$ cat src/rtl/mem_access_unit_if.sv
// mem_access_unit_if: groups the pipeline request/response and word-memory signals of
// mem_access_unit.
//   Request  : req, we, size, sign_ext, addr, wdata          (pipeline -> unit)
//   Response : busy, done, rdata, misalign                     (unit -> pipeline)
//   Memory   : mem_a, mem_wd, mem_we (unit -> memory), mem_rd (memory -> unit)
// Modport slave is the unit's view; master is the pipeline/memory side.
interface mem_access_unit_if #(
   parameter int unsigned ADDR_W = 12
);
   logic              req;
   logic              we;
   logic [1:0]        size;
   logic              sign_ext;
   logic [31:0]       addr;
   logic [31:0]       wdata;
   logic              busy;
   logic              done;
   logic [31:0]       rdata;
   logic              misalign;
   logic [ADDR_W-1:0] mem_a;
   logic [31:0]       mem_wd;
   logic              mem_we;
   logic [31:0]       mem_rd;

   modport slave (
      input  req, we, size, sign_ext, addr, wdata, mem_rd,
      output busy, done, rdata, misalign, mem_a, mem_wd, mem_we
   );

   modport master (
      output req, we, size, sign_ext, addr, wdata, mem_rd,
      input  busy, done, rdata, misalign, mem_a, mem_wd, mem_we
   );
endinterface

$ cat src/rtl/mem_access_unit.sv
// mem_access_unit: multi-cycle load/store initiator between the pipeline M stage and a
// word-organised data memory. Byte/halfword/word requests become word-only accesses;
// partial stores use read-modify-write, loads are lane-extracted and sign/zero-extended.
// Ports:
//   clk   - clock, rising edge
//   reset - asynchronous active-low reset
//   bus   - mem_access_unit_if.slave (request, response and memory signals)
module mem_access_unit #(
   parameter int unsigned ADDR_W = 12
) (
   input logic              clk,
   input logic              reset,
   mem_access_unit_if.slave bus
);

   typedef enum logic [1:0] {StIdle, StRd, StWr, StDone} state_e;

   state_e            state_q;
   logic              we_q;
   logic [1:0]        size_q;
   logic              sext_q;
   logic [ADDR_W+1:0] addr_q;
   logic [31:0]       wdata_q;
   logic [31:0]       old_q;
   logic [31:0]       rdata_q;
   logic              done_q;
   logic              misalign_q;

   logic              req_bad;
   logic [31:0]       load_val;
   logic [31:0]       merged;
   logic [7:0]        byte_v;
   logic [15:0]       half_v;
   logic              unused_addr_hi;

   // Address bits above the memory range are intentionally dropped.
   assign unused_addr_hi = ^bus.addr[31:ADDR_W+2];

   // Rejected requests: illegal size or a lane not aligned to its own width.
   assign req_bad = (bus.size == 2'b11) ||
                    (bus.size == 2'b01 && bus.addr[0]) ||
                    (bus.size == 2'b10 && bus.addr[1:0] != 2'b00);

   // Lane extraction and extension of the word currently read from memory.
   always_comb begin
      byte_v   = bus.mem_rd[{addr_q[1:0], 3'b000} +: 8];
      half_v   = addr_q[1] ? bus.mem_rd[31:16] : bus.mem_rd[15:0];
      load_val = bus.mem_rd;
      case (size_q)
         2'b00:   load_val = {{24{sext_q & byte_v[7]}}, byte_v};
         2'b01:   load_val = {{16{sext_q & half_v[15]}}, half_v};
         default: load_val = bus.mem_rd;
      endcase
   end

   // Store word: old word with the addressed lane replaced (whole word for size 10).
   always_comb begin
      merged = old_q;
      case (size_q)
         2'b00:   merged[{addr_q[1:0], 3'b000} +: 8] = wdata_q[7:0];
         2'b01: begin
            if (addr_q[1]) merged[31:16] = wdata_q[15:0];
            else           merged[15:0]  = wdata_q[15:0];
         end
         default: merged = wdata_q;
      endcase
   end

   always_ff @(posedge clk or negedge reset) begin
      if (!reset) begin
         state_q    <= StIdle;
         we_q       <= 1'b0;
         size_q     <= 2'b00;
         sext_q     <= 1'b0;
         addr_q     <= '0;
         wdata_q    <= '0;
         old_q      <= '0;
         rdata_q    <= '0;
         done_q     <= 1'b0;
         misalign_q <= 1'b0;
      end else begin
         case (state_q)
            StIdle: begin
               if (bus.req) begin
                  we_q    <= bus.we;
                  size_q  <= bus.size;
                  sext_q  <= bus.sign_ext;
                  addr_q  <= bus.addr[ADDR_W+1:0];
                  wdata_q <= bus.wdata;
                  if (req_bad) begin
                     state_q    <= StDone;
                     done_q     <= 1'b1;
                     misalign_q <= 1'b1;
                  end else if (bus.we && bus.size == 2'b10) begin
                     state_q <= StWr;
                  end else begin
                     state_q <= StRd;
                  end
               end
            end
            StRd: begin
               if (we_q) begin
                  old_q   <= bus.mem_rd;
                  state_q <= StWr;
               end else begin
                  rdata_q <= load_val;
                  done_q  <= 1'b1;
                  state_q <= StDone;
               end
            end
            StWr: begin
               done_q  <= 1'b1;
               state_q <= StDone;
            end
            StDone: begin
               done_q     <= 1'b0;
               misalign_q <= 1'b0;
               state_q    <= StIdle;
            end
            default: state_q <= StIdle;
         endcase
      end
   end

   // Decoded from state and latched fields only, so reset drops mem_we at once.
   assign bus.busy     = (state_q != StIdle);
   assign bus.mem_a    = (state_q == StRd || state_q == StWr) ? addr_q[ADDR_W+1:2] : '0;
   assign bus.mem_we   = (state_q == StWr);
   assign bus.mem_wd   = (state_q == StWr) ? merged : 32'h0;
   assign bus.done     = done_q;
   assign bus.misalign = misalign_q;
   assign bus.rdata    = rdata_q;

endmodule

$ cat src/flat_wrapper.sv
// flat-port wrapper written by rule: the top's interface ports become plain ports
module mem_access_unit_flat 
#(
   parameter int unsigned ADDR_W = 12
)
  (clk, reset, bus_req, bus_we, bus_size, bus_sign_ext, bus_addr, bus_wdata, bus_mem_rd, bus_busy, bus_done, bus_rdata, bus_misalign, bus_mem_a, bus_mem_wd, bus_mem_we);
  mem_access_unit_if #(.ADDR_W(ADDR_W)) bus_i ();
  input logic clk;
  input logic reset;
  input wire logic [$bits(bus_i.req)-1:0] bus_req;
  input wire logic [$bits(bus_i.we)-1:0] bus_we;
  input wire logic [$bits(bus_i.size)-1:0] bus_size;
  input wire logic [$bits(bus_i.sign_ext)-1:0] bus_sign_ext;
  input wire logic [$bits(bus_i.addr)-1:0] bus_addr;
  input wire logic [$bits(bus_i.wdata)-1:0] bus_wdata;
  input wire logic [$bits(bus_i.mem_rd)-1:0] bus_mem_rd;
  output wire logic [$bits(bus_i.busy)-1:0] bus_busy;
  output wire logic [$bits(bus_i.done)-1:0] bus_done;
  output wire logic [$bits(bus_i.rdata)-1:0] bus_rdata;
  output wire logic [$bits(bus_i.misalign)-1:0] bus_misalign;
  output wire logic [$bits(bus_i.mem_a)-1:0] bus_mem_a;
  output wire logic [$bits(bus_i.mem_wd)-1:0] bus_mem_wd;
  output wire logic [$bits(bus_i.mem_we)-1:0] bus_mem_we;
  assign bus_i.req = bus_req;
  assign bus_i.we = bus_we;
  assign bus_i.size = bus_size;
  assign bus_i.sign_ext = bus_sign_ext;
  assign bus_i.addr = bus_addr;
  assign bus_i.wdata = bus_wdata;
  assign bus_i.mem_rd = bus_mem_rd;
  assign bus_busy = bus_i.busy;
  assign bus_done = bus_i.done;
  assign bus_rdata = bus_i.rdata;
  assign bus_misalign = bus_i.misalign;
  assign bus_mem_a = bus_i.mem_a;
  assign bus_mem_wd = bus_i.mem_wd;
  assign bus_mem_we = bus_i.mem_we;
  mem_access_unit #(.ADDR_W(ADDR_W)) u_core (.clk(clk), .reset(reset), .bus(bus_i));
endmodule
$ cat config.mk
export PLATFORM = sky130hd
export DESIGN_NAME = mem_access_unit_flat
export DESIGN_NICKNAME = d
export VERILOG_FILES = /design/src/rtl/mem_access_unit_if.sv /design/src/rtl/mem_access_unit.sv /design/src/flat_wrapper.sv
export SDC_FILE = /design/constraint.sdc
export NUM_CORES = 1
export LEC_CHECK = 0
export CORE_MARGIN = 4
export CORE_UTILIZATION = 49
export CTS_CLUSTER_SIZE = 8
export DETAILED_ROUTE_END_ITERATION = 10
export PLACE_DENSITY = 0.82
export RECOVER_POWER = 100
export SYNTH_ARGS = -nofsm -noshare
export SYNTH_HDL_FRONTEND = slang
export SYNTH_SLANG_ARGS = --single-unit
$ cat constraint.sdc
create_clock -name clk -period 3.2 [get_ports clk]
set_input_delay 0.64 -clock clk [delete_from_list [all_inputs] [get_ports clk]]
set_output_delay 0.64 -clock clk [all_outputs]
set_load 0.02 [all_outputs]
==> reports/qor.csv <==
metric;value;unit
status;complete, but fails checks;
violations;capacitance limit, slew limit;
slew_headroom;-16.42;%
synth_area;6455;µm²
end_kind;output port;
synth_ff_type;dfrtp_1;
routed_via_density;6.102;
via_count;5815;
sequential_cell_area;2953;µm²
p_int;6.064;mW
ys_ff_latch;118;
synth_top_area_share;45.75;%
syn2layout_area_growth;36.56;%
synth_nets;709;
critPathBufInv;3;
synth-seq-area-share;45.75;%
synthTopCellsByCount;dfrtp_1, mux2_2, nand2_1;
grt_pass1_vias;5799;
htreeDepth;4;
setup_viol;0;
die_height;122.8;µm
rsz0062_at_grt;yes;
max_stage_delay;400;ps
critPathLaunchType;register;
drv_cap;1;
io_buffers;164;
p_leak;3.727;nW
ys_warn_count;0;
grt_start_max_net_pins;53;
antenna_found_initial;0;
skew;10.19;ps
yosys-top-cells-area;dfrtp_1, mux2_2, mux2i_1, a221oi_1, nand2_1;
worst_path_max_delay_cell;dfrtp_1;
crit_arrival;2450;ps
worstMarginPinSlew;1746;ps
nNetsFinal;880;
cts_tree;yes;
clk_latency;420;ps
grt_pass1_wl;32.07;mm
combPwrFrac;52.9;%
finalPower;10.60;mW
clock-sinks;118;
synth_cell_types;49;
die-area;15070;µm²
hold_buffers;0;
die_x;122.8;µm
cts-root-buf;clkbuf_16;
rows;41;
drc;0;
worstSetupPathType;reg -> out;
clockBufferDepth;2;
diodes;0;
grt_usage;28.27;%
syn_area_per_cell;10.81;µm²
clock.fmax;324.1;MHz
crit_fanout;17;
synth-async-reset-ratio;100.0;%
cts_buffers;17;
cp.required;2560;ps
synth_edf_count;0;
grt_remaining_overflow;0;
fp.coreArea;12770;µm²
clkPwrFrac;18.6;%
fin_crit;3085;ps
cp_cell_sequence;inv_2 -> buf_4 -> ha_1 -> and4b_2 -> a21oi_1 -> o22ai_1 -> dlygate4sd2_1;
gp_congestion;0.8724;
synth_largest_area_cell;dfrtp_1;
hold_viol;0;
syn_inst;597;
p_per_area;1203;nW/µm²
drt-initial-drc-count;698;
multi_input_area;3214;µm²
final.period_utilization;96.42;%
pwr-share-seq;28.5;%
dr.pass1.iters;6;
fill_cells;976;
ios;183;
start_util;50.53;%
dp_hpwl;15.21;mm
drive_above_1_share;21.77;%
p_sw_share;42.80;%
slew_viol_final;33;
routedWlPerCell;21.76;µm
vdd_drop_max;0.7099;mV
critical-path-top-delay-family;buffers and inverters;
wl;20.73;mm
yosys.cell_count.top_type;dfrtp_1;
hold_path_class;in -> async;
p_sw;4.537;mW
ant_nets;0;
tns;0;ps
path_clk_slew;60;ps
final timing paths:
path	cells after the start	start	slack, ps	endpoint
setup / recovery	7	u_core.addr_q[1]$_DFFE_PN0P_	110	bus_mem_wd[9]
hold / removal	1	reset	480	u_core.bus.rdata[17]$_DFFE_PN0P_
setup reg to reg	5	u_core.size_q[0]$_DFFE_PN0P_	440	u_core.bus.rdata[28]$_DFFE_PN0P_
hold reg to reg	2	u_core.bus.rdata[7]$_DFFE_PN0P_	480	u_core.bus.rdata[7]$_DFFE_PN0P_
max in group asynchronous	2	reset	900	u_core.wdata_q[9]$_DFFE_PN0P_
min in group clk	2	u_core.bus.rdata[7]$_DFFE_PN0P_	480	u_core.bus.rdata[7]$_DFFE_PN0P_
per-stage QoR:
step | hold WS, ps | area [µm²] | utilization (%) | std cells | setup WS [ps]
after floorplan | 344.4 | 6455 | - | 597 | 280.6
after global placement | 473.6 | 8322 | 65.15 | 919 | 159.2
after detailed placement | 474.9 | 8322 | 65.15 | 919 | 95.01
after CTS | 255.3 | 8917 | 69.81 | 953 | 1.431
after global routing | 511.8 | 8815 | 69.01 | 953 | -1.702
final | 480.9 | 8815 | 69.01 | 953 | 114.6
kinds of logic (layout without fill, tap and decap cells):
| group | count (synthesis) | in the layout | synth area share [%] |
|---|---|---|---|
| AO/OA/AOI/OAI | 160 | 160 | 18.03 |
| AND/OR/NAND/NOR | 143 | 143 | 11.20 |
| flip-flops | 118 | 118 | 45.75 |
| multiplexers | 110 | 110 | 18.80 |
| buffers and inverters | 57 | 241 | 4.478 |
| adder cells (fa/ha/maj) | 9 | 9 | 1.745 |
sequential cells by signal (all words and copies together), names as in the netlist:
name / count
u_core.size_q: 2
u_core.bus.misalign: 1
u_core.sext_q: 1
u_core.bus.done: 1
u_core.addr_q: 14
u_core.we_q: 1
u_core.wdata_q: 32
u_core.bus.rdata: 32
u_core.state_q: 2
u_core.old_q: 32
worst reg2reg max path, stage by stage, from the launching register on:
cell	delay (ps)
dfrtp_1	730
clkbuf_1	710
nor2_1	120
mux2i_1	160
a31oi_2	720
a21oi_1	160
area by class of cell:
cell class | count | area share [%]
Clock buffer | 18 | 4.982
Clock inverter | 14 | 1.987
Multi-Input combinational cell | 422 | 36.47
Timing Repair Buffer | 196 | 20.07
Inverter | 13 | 0.5536
Sequential cell | 118 | 33.50
Tap cell | 172 | 2.441
power groups by stage:
| stage | clock network, mW | registers (mW) | logic [mW] |
|---|---|---|---|
| after floorplan | 0 | 2.97 | 3.56 |
| after global placement | 0 | 2.99 | 5.74 |
| after detailed placement | 0 | 3.03 | 5.89 |
| after CTS | 2.00 | 3.01 | 5.78 |
| after global routing | 2.08 | 3.10 | 6.04 |
| final | 1.97 | 3.02 | 5.61 |
routing by layer:
layer  global-route usage (%)  share of wire (%)  vias up
met2                    46.12                 49      327
met1                    36.52                 39     2864
met4                    8.887                2.2        0
met3                    8.018                9.0       47
li1                         -                  -     2577
met5                        0                  0        -
cell usage in the layout, fill, tap and decap left out, drive strengths merged, types with 2 or more instances in the layout:
cell type      count
clkdlybuf4s50     82
nor2b             18
nand2             46
a221o             15
dfrtp            118
nor3              12
dlygate4sd1        2
ha                 9
a22oi              7
clkbuf            42
a21oi             31
dlygate4sd3       49
nor4b              2
dlygate4sd2       11
and2b              3
or3                2
a32oi              7
a32o               7
nor2              39
mux2i             20
clkinv             9
o21ai             31
and2              12
inv               12
o22ai             17
buf               24
bufinv             3
nand2b             2
a22o              14
clkdlybuf4s15      4
clkinvlp           3
a221oi            23
mux2              90
timing repair:
item,CTS,global route
buffers inserted,2,0
endpoints found under the setup margin,31,21
gates resized for setup,33,47
pin swaps,2,0
(Power assumes the default switching activity.)
